File: src/rtl/cnn_stream_pkg.sv
// Shared definitions for the CNN pixel streamer: image geometry, FSM state
// encoding and the digit value reported when a classification times out.
package cnn_stream_pkg;

    localparam int IMG_DIM    = 28;
    localparam int IMG_PIXELS = IMG_DIM * IMG_DIM;

    localparam logic [3:0] DIGIT_TIMEOUT = 4'hF;

    typedef enum logic [2:0] {
        IDLE     = 3'd0,
        STREAM   = 3'd1,
        DRAIN    = 3'd2,
        WAIT_RES = 3'd3,
        NEXT     = 3'd4,
        DONE     = 3'd5
    } stream_state_t;

    // Plain constants so the state register stays a simple logic vector
    localparam logic [2:0] ST_IDLE     = 3'(IDLE);
    localparam logic [2:0] ST_STREAM   = 3'(STREAM);
    localparam logic [2:0] ST_DRAIN    = 3'(DRAIN);
    localparam logic [2:0] ST_WAIT_RES = 3'(WAIT_RES);
    localparam logic [2:0] ST_NEXT     = 3'(NEXT);
    localparam logic [2:0] ST_DONE     = 3'(DONE);

endpackage

File: src/rtl/cnn_stream_pacer.sv
// Pixel pacer: while enabled, emits a 1-cycle issue strobe every PIXEL_GAP+1
// cycles, the first one in the very first enabled cycle.
module cnn_stream_pacer #(
    parameter int PIXEL_GAP = 0
) (
    input  logic clk,
    input  logic rst,
    input  logic enable,
    output logic issue
);

    localparam int GW = (PIXEL_GAP > 0) ? $clog2(PIXEL_GAP + 1) : 1;

    logic [GW-1:0] gap_cnt;

    assign issue = enable && (gap_cnt == '0);

    // Gap counter reloads after each strobe and is parked at zero while disabled
    always_ff @(posedge clk) begin
        if (!rst || !enable) begin
            gap_cnt <= '0;
        end else if (gap_cnt == '0) begin
            gap_cnt <= GW'(PIXEL_GAP);
        end else begin
            gap_cnt <= gap_cnt - 1'b1;
        end
    end

endmodule

File: src/rtl/cnn_pixel_streamer.sv
// CNN pixel streamer: reads 28x28 images from the image RAM one at a time,
// streams them as pixel/valid to the CNN controller, waits for the digit
// (or a timeout) and reports one result per image.
// Optional feature macro: LABEL_CHECK_EN adds a label RAM read port and a
// counter of correctly classified images.
module cnn_pixel_streamer
    import cnn_stream_pkg::*;
#(
    parameter int NUM_IMAGES     = 16,
    parameter int IMG_AW         = 14,
    parameter int PIXEL_GAP      = 0,
    parameter int TIMEOUT_CYCLES = 65535,
    localparam int IDX_W = (NUM_IMAGES > 1) ? $clog2(NUM_IMAGES) : 1
) (
    input  logic              clk,
    input  logic              rst,
    input  logic              start,
    output logic              busy,
    output logic              done,
    output logic [IMG_AW-1:0] img_rd_addr,
    input  logic [7:0]        img_rd_data,
    output logic [7:0]        pixel_o,
    output logic              pixel_o_valid,
    input  logic [3:0]        digit_i,
    input  logic              digit_i_valid,
    output logic [3:0]        result_digit,
    output logic [IDX_W-1:0]  result_idx,
    output logic              result_valid,
    output logic              timeout
`ifdef LABEL_CHECK_EN
    ,
    output logic [IDX_W-1:0]  label_rd_addr,
    input  logic [3:0]        label_rd_data,
    output logic [IDX_W:0]    correct_cnt
`endif
);

    localparam int PW = $clog2(IMG_PIXELS);
    localparam int TW = (TIMEOUT_CYCLES > 1) ? $clog2(TIMEOUT_CYCLES) : 1;

    localparam logic [PW-1:0]     LAST_PIXEL = PW'(IMG_PIXELS - 1);
    localparam logic [TW-1:0]     LAST_WAIT  = TW'(TIMEOUT_CYCLES - 1);
    localparam logic [IDX_W-1:0]  LAST_IDX   = IDX_W'(NUM_IMAGES - 1);
    localparam logic [IMG_AW-1:0] IMG_STRIDE = IMG_AW'(IMG_PIXELS);

    logic [2:0]        state;
    logic [IDX_W-1:0]  idx;
    logic [IMG_AW-1:0] base;
    logic [PW-1:0]     px_cnt;
    logic [TW-1:0]     wait_cnt;
    logic              issue;
    logic              rd_pending;

    cnn_stream_pacer #(
        .PIXEL_GAP(PIXEL_GAP)
    ) u_pacer (
        .clk   (clk),
        .rst   (rst),
        .enable(state == ST_STREAM),
        .issue (issue)
    );

    // Run sequencing: address generation, result capture and run bookkeeping
    always_ff @(posedge clk) begin
        if (!rst) begin
            state        <= ST_IDLE;
            busy         <= 1'b0;
            done         <= 1'b0;
            idx          <= '0;
            base         <= '0;
            img_rd_addr  <= '0;
            px_cnt       <= '0;
            wait_cnt     <= '0;
            result_valid <= 1'b0;
            timeout      <= 1'b0;
            result_digit <= '0;
            result_idx   <= '0;
        end else begin
            done         <= 1'b0;
            result_valid <= 1'b0;
            timeout      <= 1'b0;
            case (state)
                ST_IDLE: begin
                    if (start) begin
                        state       <= ST_STREAM;
                        busy        <= 1'b1;
                        idx         <= '0;
                        base        <= '0;
                        img_rd_addr <= '0;
                        px_cnt      <= '0;
                    end
                end
                ST_STREAM: begin
                    if (issue) begin
                        img_rd_addr <= img_rd_addr + 1'b1;
                        if (px_cnt == LAST_PIXEL) begin
                            px_cnt <= '0;
                            state  <= ST_DRAIN;
                        end else begin
                            px_cnt <= px_cnt + 1'b1;
                        end
                    end
                end
                ST_DRAIN: begin
                    if (rd_pending) begin
                        wait_cnt <= '0;
                        state    <= ST_WAIT_RES;
                    end
                end
                ST_WAIT_RES: begin
                    if (digit_i_valid) begin
                        result_valid <= 1'b1;
                        result_digit <= digit_i;
                        result_idx   <= idx;
                        state        <= ST_NEXT;
                    end else if (wait_cnt == LAST_WAIT) begin
                        result_valid <= 1'b1;
                        timeout      <= 1'b1;
                        result_digit <= DIGIT_TIMEOUT;
                        result_idx   <= idx;
                        state        <= ST_NEXT;
                    end else begin
                        wait_cnt <= wait_cnt + 1'b1;
                    end
                end
                ST_NEXT: begin
                    if (idx == LAST_IDX) begin
                        state <= ST_DONE;
                    end else begin
                        idx         <= idx + 1'b1;
                        base        <= base + IMG_STRIDE;
                        img_rd_addr <= base + IMG_STRIDE;
                        state       <= ST_STREAM;
                    end
                end
                ST_DONE: begin
                    done  <= 1'b1;
                    busy  <= 1'b0;
                    state <= ST_IDLE;
                end
                default: state <= ST_IDLE;
            endcase
        end
    end

    // Pixel output stage: RAM data lands one cycle after the issue, then is registered
    always_ff @(posedge clk) begin
        if (!rst) begin
            rd_pending    <= 1'b0;
            pixel_o_valid <= 1'b0;
            pixel_o       <= '0;
        end else begin
            rd_pending    <= issue;
            pixel_o_valid <= rd_pending;
            if (rd_pending) begin
                pixel_o <= img_rd_data;
            end
        end
    end

`ifdef LABEL_CHECK_EN
    logic [3:0] label_q;

    assign label_rd_addr = idx;

    // Label capture during streaming and scoring of non-timeout results
    always_ff @(posedge clk) begin
        if (!rst) begin
            label_q     <= '0;
            correct_cnt <= '0;
        end else begin
            if (state == ST_STREAM) begin
                label_q <= label_rd_data;
            end
            if (state == ST_IDLE && start) begin
                correct_cnt <= '0;
            end else if (state == ST_WAIT_RES && digit_i_valid && digit_i == label_q) begin
                correct_cnt <= correct_cnt + 1'b1;
            end
        end
    end
`endif

endmodule

File: config.mk
export PLATFORM = sky130hd
export DESIGN_NAME = cnn_pixel_streamer
export DESIGN_NICKNAME = d
export VERILOG_FILES = /design/src/rtl/cnn_stream_pkg.sv /design/src/rtl/cnn_stream_pacer.sv /design/src/rtl/cnn_pixel_streamer.sv
export SDC_FILE = /design/constraint.sdc
export NUM_CORES = 1
export LEC_CHECK = 0
export BUFFER_PORTS_ARGS = -buffer_cell sky130_fd_sc_hd__buf_2
export CAP_MARGIN = 40
export CORE_MARGIN = 2
export CORE_UTILIZATION = 48
export CTS_CLUSTER_SIZE = 16
export DETAILED_ROUTE_END_ITERATION = 6
export GPL_ROUTABILITY_DRIVEN = 1
export PLACE_DENSITY = 0.68
export RECOVER_POWER = 50
export SLEW_MARGIN = 10
export SYNTH_ARGS = -nofsm -noshare
export SYNTH_HDL_FRONTEND = slang
export SYNTH_HIERARCHICAL = 1
export SYNTH_SLANG_ARGS = --single-unit
File: constraint.sdc
create_clock -name clk -period 2.41 [get_ports clk]
set_input_delay 0.241 -clock clk [delete_from_list [all_inputs] [get_ports clk]]
set_output_delay 0.241 -clock clk [all_outputs]
set_load 0.05 [all_outputs]
; ---- Word-level counts from Yosys, hierarchy flattened
; Cells that the tools add are included.
[word_totals]
regBits = 84
input_bits = 16
out_inout_bits = 35
word_cells = 95
[op_classes]
addsub = 6
eq_ne = 16
n_mux = 33
bitwise_logic = 3
reduce_logical = 21
[op_table]
columns = cell, count
row1 = $mux W16, 3
row2 = $mux W14, 3
row3 = $pmux W14 S3, 1
row4 = $pmux W16 S2, 1
row5 = $mux W10, 3
row6 = $pmux W14 S2, 1
row7 = $mux W4, 6
row8 = $mux W3, 7
row9 = $pmux W10 S2, 1
row10 = $add A16 B1 Y16 const B, 1
row11 = $eq A16 B16 Y1 const B, 1
row12 = $pmux W3 S5, 1
row13 = $add A14 B1 Y14 const B, 1
row14 = $add A14 B10 Y14 const B, 1
row15 = $ne A2 B2 Y1 const B, 7
row16 = $add A10 B1 Y10 const B, 1
row17 = $eq A10 B10 Y1 const B, 1
row18 = $reduce_bool A2 Y1, 5
row19 = $pmux W4 S2, 1
row20 = $reduce_and A4 Y1, 2
row21 = $eq A3 B2 Y1 const B, 2
row22 = $eq A3 B3 Y1 const B, 2
row23 = $reduce_and A2 Y1, 3
row24 = $reduce_and A3 Y1, 2
row25 = 16 further kinds, 22

; ---- Logic depth before layout (Yosys ltp)
[logic_depth]
depth_word = 4
depth_mapped = 10
mapped_depth_nobuf = 8

; ---- Cells and area by module
; The synthesis kept the hierarchy.
[modules_own_cells]
columns = module, instances, cells_per_inst, area_per_inst_um2, seq_area_each_um2
row1 = cnn_pixel_streamer, 1, 455, 3839.9, 1581.5
row2 = cnn_stream_pacer, 1, 3, 37.5, 20.0

; ---- Worst setup path before layout
; No wires, ideal clock.
[synth_timing]
path_kind = register -> register
from = reg state[0]
to = reg img_rd_addr[13]
setup_ns = 0.063
arrival_time_ns = 2.145
required_ns = 2.347
setup_slack_ns = 0.202
path_stages_with_launch = 11
path_buffers = 2
period_less_slack_ns = 2.208
cell_sequence = dfxtp_1 -> buf_6 -> or3b_1 -> buf_2 -> inv_1 -> nor2b_4 -> mux2i_1 -> o22ai_4 -> nand2_2 -> or4_1 -> nand3_1
[synth_between]
elab_chain_len = 4
elab_cells_between_ends = 10
cone_classes = eq/ne (5) / mux (1) / reduce/logical (4)
[synth_rtl]
columns = item, line
row1 = start: declaration, cnn_pixel_streamer.sv:46  ; logic [2:0] state;
row2 = start signal: assignment, cnn_pixel_streamer.sv:66  ; state <= ST_IDLE;
row3 = start signal: assignment, cnn_pixel_streamer.sv:85  ; state <= ST_STREAM;
row4 = start signal: assignment, cnn_pixel_streamer.sv:98  ; state <= ST_DRAIN;
row5 = $eq A3 B1 Y1, cnn_pixel_streamer.sv:59  ; .enable(state == ST_STREAM),
row6 = $logic_and A1 B1 Y1, cnn_stream_pacer.sv:16  ; assign issue = enable && (gap_cnt == '0);
row7 = named net issue, cnn_pixel_streamer.sv:51  ; logic issue;
row8 = $ne A2 B2 Y1 (no source line), n/a
row9 = $reduce_and A4 Y1 (no source line), n/a
row10 = end signal: assignment, cnn_pixel_streamer.sv:95  ; img_rd_addr <= img_rd_addr + 1'b1;
row11 = end signal: assignment, cnn_pixel_streamer.sv:132  ; img_rd_addr <= base + IMG_STRIDE;
row12 = end: declaration, cnn_pixel_streamer.sv:20  ; output logic [IMG_AW-1:0] img_rd_addr,
; The timed path passes the listed nets, and every way through them passes these cells.
; A chain may end at the register's enable or synchronous reset.

; ---- Worst setup path after layout
[layout_timing]
from = reg state[2]
to = reg img_rd_addr[13]
; Same word-level chain as after synthesis.

==> results.json <==
{
  "rr_endpoint": "img_rd_addr[13]$_SDFFE_PN0P_",
  "grt_remaining_overflow": 0,
  "final_nets": 529,
  "avgSynthCellArea_um2": 8.47,
  "numClockSinks": 80,
  "slew_violations": 0,
  "grtUsageTotal": 0.212,
  "max_freq_mhz": 463,
  "drtIter0Drc": 168,
  "cp-start-kind": "register",
  "synth_top_family_by_area": "simple AND/OR/NAND/NOR gates",
  "synth-edff-count": 0,
  "status": "finished, final reports clean",
  "gp_congestion": 0.852,
  "ys_types": 65,
  "fin_skew_ns": 0.0110,
  "insertion_delay_ns": 0.35,
  "reg2reg_from": "state[2]$_SDFFE_PN0P_",
  "path_class": "reg -> reg",
  "cp.arrival_ns": 2.45,
  "hold_end": "pixel_o[7]$_SDFFE_PN0P_",
  "die_w_um": 93.9,
  "synth_xor_area_frac": 0.0632,
  "num_antenna_cells": 0,
  "cts_tree": "built",
  "dp_hpwl_um": 6140,
  "wire_per_inst_um": 14.5,
  "syn-num-nets": 480,
  "tns_ns": 0,
  "yosysTopAreaCellShare": 0.413,
  "p_per_area_mw_per_mm2": 595,
  "yosysSeqAreaShare": 0.413,
  "critPathRequiredTime_ns": 2.70,
  "ys_warn_count": 6,
  "cap_viol_max_count": 0,
  "min_period_ns": 2.16,
  "grt_pass1_vias": 3250,
  "areaGrowthSynthToFinish_pct": 13.7,
  "synth_ff_type": "dfxtp_1",
  "cp_max_fo": 5,
  "reg2reg_depth": 8,
  "ant_nets": 0,
  "synth_compound_area_frac": 0.162,
  "grt_pass1_wl_um": 15100,
  "antenna_found_initial": 0,
  "drive_above_1_share": 0.115,
  "p_leak_nw": 1.55,
  "synth.cell_area_mm2": 0.00388,
  "synth_adder_area_share": 0.0194,
  "dieArea_mm2": 0.00881,
  "endpoint_kind": "register",
  "routed_wl_um": 8910,
  "rows": 32,
  "muxShareOfSynthArea": 0.0342,
  "maxSlewHeadroom": 0.236,
  "min_path_cells": 3,
  "start_util": 0.499,
  "htreeDepth": 3,
  "finalSetupViolations": 0,
  "clockBufferDepth": 2,
  "holdWs_ns": 0.123,
  "vias": 3450,
  "die_h_um": 93.9,
  "worstSetupStartpoint": "state[2]$_SDFFE_PN0P_",
  "io_buffers": 50,
  "clk_pin_slew_worst_paths_ns": 0.09,
  "rsz0062_at_grt": "no",
  "r2r_slack_ns": 0.25,
  "power.total_mw": 2.62,
  "cts_root_buf": "clkbuf_8",
  "irDropWorstVdd_v": 0.000354,
  "crit_slowest_cell": "or4_1",
  "hold_violations": 0,
  "yosysTopAreaCell": "dfxtp_1",
  "cts_buffers": 9,
  "worst_pin_slew_ns": 1.15,
  "coreArea_mm2": 0.00777,
  "netlist_top_cells_area": "dfxtp_1, nor2_1, xnor2_1",
  "grt_max_degree": 33,
  "max_stage_delay_ns": 0.56,
  "async_flop_share": 0,
  "syn_inst": 458,
  "drc_errors": 0,
  "ys_seq_elements": 80,
  "vias_per_cell": 5.62,
  "crit_chain": "or3b_1, inv_1, nor2b_4, mux2i_1, o22ai_4, nand2_2, or4_1, nand3_1",
  "min_path_type": "in -> reg",
  "finalCritPeriodShare": 0.897,
  "synth-simple-area-share": 0.269,
  "min-delay-start": "img_rd_data[7]",
  "dr.pass1.iters": 5,
  "boundaryPins": 51
}
-- metal layers --
| metal | vias to the layer above | share of wire | track usage |
|---|---|---|---|
| li1 | 1738 | - | - |
| met1 | 1599 | 0.49 | 0.292 |
| met2 | 101 | 0.44 | 0.329 |
| met3 | 12 | 0.056 | 0.0514 |
| met4 | 0 | 0.014 | 0.0628 |
| met5 | - | 0 | 0 |
-- worst max-delay path by stage --
| stage | slack, ns | depth (start not counted) | end |
|---|---|---|---|
| finish | 0.25 | 8 | img_rd_addr[13]$_SDFFE_PN0P_ |
| global route | 0.10 | 7 | result_idx[0]$_SDFFE_PN0P_ |
| CTS | 0.25 | 6 | result_idx[2]$_SDFFE_PN0P_ |
| detailed placement | 0.30 | 6 | result_idx[3]$_SDFFE_PN0P_ |
| global placement | 0.33 | 6 | result_idx[2]$_SDFFE_PN0P_ |
| floorplan | 0.20 | 10 | img_rd_addr[13]$_SDFFE_PN0P_ |
-- timing repair --
action | CTS | global route
resized for setup | 0 | 1
endpoints found under the setup margin | 0 | 2
setup buffers | 0 | 0
hold buffers | 0 | 0
-- cells in the mapped netlist (3+ instances only) --
cell type	number
a21oi_1	23
a22oi_1	3
a31oi_1	6
and2_1	6
and3_1	7
and4_1	7
buf_2	6
clkbuf_1	18
dfxtp_1	80
ha_1	6
inv_1	6
mux2i_1	11
nand2_1	45
nand3_1	24
nand3b_1	3
nand4_1	11
nor2_1	58
nor3_1	13
nor4_1	3
o21a_1	5
o21ai_0	21
o21ai_1	3
o221a_2	5
o22ai_1	3
or2_2	3
or4_1	4
xnor2_1	20
xor2_1	8
-- power by group --
group          internal (mW)  switching [mW]
Clock                  0.611           0.495
Sequential              1.33         0.00789
Combinational         0.0538           0.123
Total                   2.00           0.627
-- flip-flops by register name, summed over array words and instances, names as in the netlist --
name	count
result_digit	4
pixel_o_valid	1
pixel_o	8
result_valid	1
px_cnt	10
base	10
wait_cnt	16
img_rd_addr	14
done	1
timeout	1
state	3
u_pacer/gap_cnt	1
idx	4
result_idx	4
rd_pending	1
busy	1
-- cells by family (layout without fill, tap and decap cells) --
kind of cell             after synthesis  after routing
buffers and inverters                 33             87
multiplexers                          13             13
adder cells (fa/ha/maj)                6              6
flip-flops                            80             80
XOR/XNOR                              28             28
AND/OR/NAND/NOR                      204            204
AO/OA/AOI/OAI                         93             93
other                                  1              1
-- cell usage in the layout (no fill, tap or decap), types with 3 or more instances in the layout --
master	instances
and2_1	6
o221a_2	5
or4_1	4
buf_4	11
nand2_1	45
clkbuf_8	10
dfxtp_1	80
o21a_1	5
clkbuf_1	40
and3_1	7
nor2_1	58
o21ai_0	21
xnor2_1	20
xor2_1	8
ha_1	6
nand3_1	24
nor3_1	13
o22ai_1	3
a22oi_1	3
mux2i_1	11
a31oi_1	6
a21oi_1	23
inv_1	6
nor4_1	3
nand3b_1	3
buf_2	14
o21ai_1	3
nand4_1	11
and4_1	7
or2_2	3
-- final cells by class --
cell class,instances,area (um^2)
clock buffer,11,141
clock inverter,5,80.1
fill,758,3360
inverter,6,22.5
multi-input combinational,345,2130
sequential,80,1600
tap,102,128
timing repair buffer,65,304
-- critical path: cells and delay by family, from the launching register on --
| kind | cells | cell delay (ns) |
|---|---|---|
| AOI/OAI and AO/OA | 1 | 0.17 |
| buffers and inverters | 1 | 0.15 |
| DFF | 1 | 0.31 |
| muxes | 1 | 0.16 |
| and+or+nand+nor | 5 | 1.33 |
-- through the flow --
stage	area [um^2]	std cells	util	setup slack (ns)
2_1_floorplan	3880	458	-	0.202
3_3_place_gp	4240	598	0.546	0.332
3_5_place_dp	4240	598	0.546	0.300
4_1_cts	4470	614	0.575	0.250
5_1_grt	4410	614	0.567	0.101
6_report	4410	614	0.567	0.248
Note: power is estimated with default switching activity, not from simulation.
